<file path="src/rtl/display_scan_if.sv">
// Digit-data and display-drive bundle for display_scan.
// The master drives the load strobe and digit bytes; the slave drives the display and the status pulses.
interface display_scan_if;
    logic       load;
    logic [7:0] in0;
    logic [7:0] in1;
    logic [7:0] in2;
    logic [7:0] in3;
    logic [3:0] an;
    logic [6:0] seg;
    logic       dp;
    logic       ack;
    logic       frame_done;

    modport master (
        output load, in0, in1, in2, in3,
        input  an, seg, dp, ack, frame_done
    );

    modport slave (
        input  load, in0, in1, in2, in3,
        output an, seg, dp, ack, frame_done
    );
endinterface

</file>
<file path="src/rtl/display_scan.sv">
// Multiplexed 4-digit seven-segment scanner with shadow/live double buffering and anode dead-time.
// Optional macro DISP_LEAD_ZERO_BLANK_EN blanks leading zero digits 3..1.
//
//   state    | meaning
//   ST_BLANK | cnt < DEAD: all anodes off, segments and dp off
//   ST_ON    | cnt >= DEAD: anode idx driven, segments decode live[idx]
module display_scan #(
    parameter int PRESCALE = 50000,
    parameter int DEAD     = 500
) (
    input logic          clkm,
    input logic          rst_n,
    display_scan_if.slave bus
);
    typedef enum logic {ST_BLANK = 1'b0, ST_ON = 1'b1} slot_e;

    localparam logic [15:0] CNT_LAST  = 16'(PRESCALE - 1);
    localparam logic [15:0] DEAD_LAST = 16'(DEAD - 1);

    // Each digit entry is {dp, nibble}.
    logic [15:0]     cnt_q, cnt_d;
    logic [1:0]      idx_q, idx_d;
    slot_e           state_q, state_d;
    logic [3:0][4:0] shadow_q, shadow_d;
    logic [3:0][4:0] live_q, live_d;
    logic            pend_q, pend_d;
    logic [3:0]      an_q, an_d;
    logic [6:0]      seg_q, seg_d;
    logic            dp_q, dp_d;
    logic            ack_q, ack_d;
    logic            fd_q, fd_d;

    logic            slot_end;
    logic            frame_end;
    logic [3:0]      lz_blank;
    logic [4:0]      cur;
    logic            lit;

    // Bits [6:4] of each digit byte carry no meaning for the display.
    logic unused_bits;
    assign unused_bits = ^{bus.in0[6:4], bus.in1[6:4], bus.in2[6:4], bus.in3[6:4]};

    function automatic logic [6:0] seg_decode(input logic [3:0] nib);
        logic [6:0] s;
        case (nib)
            4'd0:    s = 7'b1000000;
            4'd1:    s = 7'b1111001;
            4'd2:    s = 7'b0100100;
            4'd3:    s = 7'b0110000;
            4'd4:    s = 7'b0011001;
            4'd5:    s = 7'b0010010;
            4'd6:    s = 7'b0000010;
            4'd7:    s = 7'b1111000;
            4'd8:    s = 7'b0000000;
            4'd9:    s = 7'b0010000;
            default: s = 7'b0111111;
        endcase
        return s;
    endfunction

    assign slot_end  = (cnt_q == CNT_LAST);
    assign frame_end = slot_end && (idx_q == 2'd3);

`ifdef DISP_LEAD_ZERO_BLANK_EN
    always_comb begin
        lz_blank    = 4'b0000;
        lz_blank[3] = (live_q[3][3:0] == 4'd0) && !live_q[3][4];
        lz_blank[2] = (live_q[3][3:0] == 4'd0) && (live_q[2][3:0] == 4'd0) && !live_q[2][4];
        lz_blank[1] = (live_q[3][3:0] == 4'd0) && (live_q[2][3:0] == 4'd0)
                      && (live_q[1][3:0] == 4'd0) && !live_q[1][4];
    end
`else
    assign lz_blank = 4'b0000;
`endif

    always_comb begin
        cnt_d    = slot_end ? 16'd0 : cnt_q + 16'd1;
        idx_d    = slot_end ? idx_q + 2'd1 : idx_q;
        state_d  = state_q;
        if (slot_end)
            state_d = ST_BLANK;
        else if (cnt_q == DEAD_LAST)
            state_d = ST_ON;

        shadow_d = shadow_q;
        live_d   = live_q;
        pend_d   = pend_q;
        // Commit reads the pre-edge shadow, so a coincident load lands for the next frame.
        if (frame_end && pend_q) begin
            live_d = shadow_q;
            pend_d = 1'b0;
        end
        if (bus.load) begin
            shadow_d = {bus.in3[7], bus.in3[3:0], bus.in2[7], bus.in2[3:0],
                        bus.in1[7], bus.in1[3:0], bus.in0[7], bus.in0[3:0]};
            pend_d   = 1'b1;
        end

        cur   = live_q[idx_q];
        lit   = (state_q == ST_ON) && !lz_blank[idx_q];
        an_d  = (state_q == ST_ON) ? ~(4'b0001 << idx_q) : 4'b1111;
        seg_d = lit ? seg_decode(cur[3:0]) : 7'b1111111;
        dp_d  = lit ? ~cur[4] : 1'b1;
        ack_d = frame_end && pend_q;
        fd_d  = frame_end;
    end

    always_ff @(posedge clkm) begin
        if (!rst_n) begin
            cnt_q    <= 16'd0;
            idx_q    <= 2'd0;
            state_q  <= ST_BLANK;
            shadow_q <= '0;
            live_q   <= '0;
            pend_q   <= 1'b0;
            an_q     <= 4'b1111;
            seg_q    <= 7'b1111111;
            dp_q     <= 1'b1;
            ack_q    <= 1'b0;
            fd_q     <= 1'b0;
        end else begin
            cnt_q    <= cnt_d;
            idx_q    <= idx_d;
            state_q  <= state_d;
            shadow_q <= shadow_d;
            live_q   <= live_d;
            pend_q   <= pend_d;
            an_q     <= an_d;
            seg_q    <= seg_d;
            dp_q     <= dp_d;
            ack_q    <= ack_d;
            fd_q     <= fd_d;
        end
    end

    assign bus.an         = an_q;
    assign bus.seg        = seg_q;
    assign bus.dp         = dp_q;
    assign bus.ack        = ack_q;
    assign bus.frame_done = fd_q;
endmodule

</file>
<file path="src/flat_wrapper.sv">
// flat-port wrapper written by rule: the top's interface ports become plain ports
module display_scan_flat 
#(
    parameter int PRESCALE = 50000,
    parameter int DEAD     = 500
)
  (clkm, rst_n, bus_load, bus_in0, bus_in1, bus_in2, bus_in3, bus_an, bus_seg, bus_dp, bus_ack, bus_frame_done);
  display_scan_if bus_i ();
  input logic clkm;
  input logic rst_n;
  input wire logic [$bits(bus_i.load)-1:0] bus_load;
  input wire logic [$bits(bus_i.in0)-1:0] bus_in0;
  input wire logic [$bits(bus_i.in1)-1:0] bus_in1;
  input wire logic [$bits(bus_i.in2)-1:0] bus_in2;
  input wire logic [$bits(bus_i.in3)-1:0] bus_in3;
  output wire logic [$bits(bus_i.an)-1:0] bus_an;
  output wire logic [$bits(bus_i.seg)-1:0] bus_seg;
  output wire logic [$bits(bus_i.dp)-1:0] bus_dp;
  output wire logic [$bits(bus_i.ack)-1:0] bus_ack;
  output wire logic [$bits(bus_i.frame_done)-1:0] bus_frame_done;
  assign bus_i.load = bus_load;
  assign bus_i.in0 = bus_in0;
  assign bus_i.in1 = bus_in1;
  assign bus_i.in2 = bus_in2;
  assign bus_i.in3 = bus_in3;
  assign bus_an = bus_i.an;
  assign bus_seg = bus_i.seg;
  assign bus_dp = bus_i.dp;
  assign bus_ack = bus_i.ack;
  assign bus_frame_done = bus_i.frame_done;
  display_scan #(.PRESCALE(PRESCALE), .DEAD(DEAD)) u_core (.clkm(clkm), .rst_n(rst_n), .bus(bus_i));
endmodule
</file>
<file path="config.mk">
export PLATFORM = sky130hd
export DESIGN_NAME = display_scan_flat
export DESIGN_NICKNAME = d
export VERILOG_FILES = /design/src/rtl/display_scan_if.sv /design/src/rtl/display_scan.sv /design/src/flat_wrapper.sv
export SDC_FILE = /design/constraint.sdc
export NUM_CORES = 1
export LEC_CHECK = 0
export CAP_MARGIN = 20
export CORE_MARGIN = 5
export CORE_UTILIZATION = 57
export DETAILED_ROUTE_END_ITERATION = 12
export PLACE_DENSITY = 0.91
export SKIP_CTS_REPAIR_TIMING = 1
export SYNTH_ARGS = -nofsm -noshare
export SYNTH_HDL_FRONTEND = slang
export SYNTH_SLANG_ARGS = --single-unit
</file>
<file path="constraint.sdc">
create_clock -name clkm -period 3.85 [get_ports clkm]
set_input_delay 0.5775 -clock clkm [delete_from_list [all_inputs] [get_ports clkm]]
set_output_delay 0.5775 -clock clkm [all_outputs]
set_load 0.01 [all_outputs]
</file>
==> metrics.md <==
| Metric | Value |
|---|---|
| Clk buf depth | 2 |
| Async SR Flop Fraction | 0% |
| Post-synthesis cell type count | 43 |
| Die Width | 84.51 um |
| Clk sinks | 74 |
| Via count | 2329 |
| Hold Path Stages | 1 |
| Sequential area share after synthesis | 46.82% |
| Clk_skew | 9.387 ps |
| CTS tree | built |
| Yosys Warn Count | 0 |
| Highest-count cells in the layout ignoring fill and taps | 74 x dfxtp_1, 36 x clkdlybuf4s50_1, 24 x nand3_1 |
| Net Count, Synth | 361 |
| Worst reg-to-reg setup slack | 1660 ps |
| Min Clock Period, post-route | 2185 ps |
| Final setup violation count | 0 |
| Core Area | 5439 um2 |
| Gr usage total | 17.21% |
| Area Overhead vs Synth | 17.56% |
| Worst min-delay path startpoint | u_core.cnt_q[0] |
| Finished Layout Cells | 419 |
| Initial Util | 58.18% |
| R2r endpoint | u_core.bus.seg[4] |
| DP HPWL | 3841 um |
| Initial antenna violation count | 0 |
| Launching point of the worst reg2reg path | u_core.idx_q[0] |
| Layout cells sized above 1 | 8.646% |
| Worst rel slew slack | 38.54% |
| Final cycle utilization of the critical path | 56.77% |
| Fillcell total | 410 |
| First-pass GRT wire length | 9825 um |
| PwrDens | 395.1 nW/um2 |
| Hold crit path type | reg2reg |
| RSZ-0062 raised after global routing | no |
| FMAX | 0.4576 GHz |
| Leakage | 1.397 nW |
| Avg Inst Size Synth | 10.01 um2 |
| Hold slack | 438.6 ps |
| Die area | 7141 um2 |
| Outcome | finished, final reports clean |
| DR DRC count | 0 |
| CP Data Arrival Time | 2420 ps |
| Clock latency on the worst-skew pair | 350 ps |
| Max_cap viols | 0 |
| Final WS setup | 1665 ps |
| Largest net degree at the start of global routing | 49 |
| TritonCTS buffer count | 9 |
| Worst Setup End Kind | flip-flop |
| Vias in the first global route | 2166 |
| H-tree levels | 3 |
| Clk root buf | clkbuf_8 |
| Mapped Area | 3164 um2 |
| 1st-iter DRT viols | 164 |
| Antenna diodes | 0 |
| Post-Place Cells | 403 |
| Pre-CTS WS | 1657 ps |
| Overflow after GRT | 0 |
| Final #Nets | 387 |
| R2R depth | 7 |
| Kind of critical path | reg2reg |
| Via density | 5.558 |
| # rows | 27 |
| Top FF cell, synth | dfxtp_1 |
| Commonest non-fill, non-tap cell in the layout | dfxtp_1 |
| Maximum VDD drop | 0.2575 mV |
| WHS Endpoint | u_core.cnt_q[0] |
| Clock slew at reported path FFs | 70 ps |
| Final Max Tran Viols | 0 |
| Final Hold Fails | 0 |
| Pin slew with the least headroom to its limit | 922.0 ps |
| Crit path required time | 4080 ps |
| Number of I/O pins | 49 |
| Number of synthesized flops with an enable pin | 0 |
| Post-Syn Instances | 316 |
| Die height | 84.51 um |
| Critical Path Source Type | flip-flop |
| Worst-path fanout max | 8 |
| 1st-pass router iterations | 4 |
| PortBufs | 36 |
| Total wire length | 5934 um |
| Routed Antenna Nets | 0 |
| Register bit count reported by yosys | 74 |
| GPL Wtd Cong | 0.8233 |
| Routed wire length per instance | 14.16 um |
| Setup TNS Final | 0 ps |
[stage by stage]
stage,power (W),instance area (um2),utilization [%]
floorplan,0.0008448,3164,-
global placement,0.0008735,3515,64.62
detailed placement,0.0008761,3515,64.62
CTS,0.001481,3720,68.39
global route,0.001520,3720,68.39
finish,0.001470,3720,68.39
[power breakdown]
part / switching, W / leakage, nW / internal (W)
Combinational: 0.0000258 / 0.697 / 0.0000427
Sequential: 0.00000899 / 0.601 / 0.000781
Clock: 0.000278 / 0.0986 / 0.000334
Total: 0.000312 / 1.40 / 0.00116
[synth_stat cells (2+ instances only)]
| library cell | instances | area share [%] |
|---|---|---|
| ha_1 | 10 | 4.0 |
| and3_1 | 4 | 0.79 |
| nand2_1 | 14 | 1.7 |
| nand3_1 | 24 | 3.8 |
| nand4_1 | 2 | 0.40 |
| buf_6 | 2 | 0.71 |
| or3_1 | 3 | 0.59 |
| mux2i_1 | 23 | 7.3 |
| a21boi_0 | 2 | 0.47 |
| and2_1 | 6 | 1.2 |
| and2_2 | 2 | 0.47 |
| dfxtp_1 | 74 | 47 |
| a21oi_1 | 4 | 0.63 |
| nor2b_1 | 20 | 4.0 |
| xnor2_1 | 3 | 0.83 |
| buf_4 | 2 | 0.47 |
| o21ai_1 | 10 | 1.6 |
| and4_1 | 3 | 0.83 |
| a21boi_1 | 20 | 4.7 |
| clkbuf_1 | 14 | 1.7 |
| xor2_1 | 8 | 2.2 |
| o21ai_0 | 19 | 3.0 |
| nor2_1 | 13 | 1.5 |
| buf_2 | 5 | 0.79 |
| mux4_2 | 5 | 3.6 |
| inv_1 | 7 | 0.83 |
[final cells by class]
type	count	area, um2	share of cell area (%)
clock buffer	12	155.1	4.171
clock inverter	4	50.05	1.345
inverter	7	26.28	0.7064
multi-input combinational	212	1541	41.44
sequential	74	1481	39.83
tap	72	90.09	2.422
timing repair buffer	38	375.4	10.09
[state kept, by name, summed over array words and instances, names as in the netlist]
register,count
u_core.idx_q,2
u_core.cnt_q,16
u_core.bus.seg,7
u_core.state_q,1
u_core.bus.ack,1
u_core.bus.dp,1
u_core.live_q,20
u_core.pend_q,1
u_core.bus.an,4
u_core.shadow_q,20
u_core.bus.frame_done,1
[how the worst max path moves through the flow]
stage                          from           endpoint  slack [ps]  cells after the start
floorplan           u_core.idx_q[0]  u_core.bus.seg[4]        1950                      8
global placement    u_core.idx_q[0]  u_core.bus.seg[4]        1680                      7
detailed placement  u_core.idx_q[0]  u_core.bus.seg[4]        1660                      7
CTS                 u_core.idx_q[0]  u_core.bus.seg[4]        1640                      7
global route        u_core.idx_q[0]  u_core.bus.seg[4]        1470                      7
finish              u_core.idx_q[0]  u_core.bus.seg[4]        1660                      7
[routing by layer]
metal  part of all wire [%]  vias up  track usage [%]
met4                    2.6        0            10.65
met5                      0        -                0
li1                       -     1147                -
met3                    6.5       17            4.711
met1                     46     1096            21.99
met2                     45       69            25.69
[kinds of logic (layout without fill, tap and decap cells)]
| family | count (synthesis) | in the layout | synth area share, % |
|---|---|---|---|
| xor gates and xnor gates | 11 | 11 | 3.045 |
| and+or+nand+nor | 103 | 103 | 19.10 |
| buffers and inverters | 30 | 61 | 4.468 |
| DFF | 74 | 74 | 46.82 |
| adders and majority gates | 10 | 10 | 3.954 |
| muxes | 29 | 29 | 11.19 |
| AOI/OAI and AO/OA | 59 | 59 | 11.43 |
[critical path, cell delays in order (launching register included)]
cell     delay [ps]
dfxtp_1         600
mux4_2          620
inv_1           150
ha_1            160
inv_1            50
mux2_1          290
mux2i_1         120
nand2_1          60
Power figures use the tool's default switching activity.
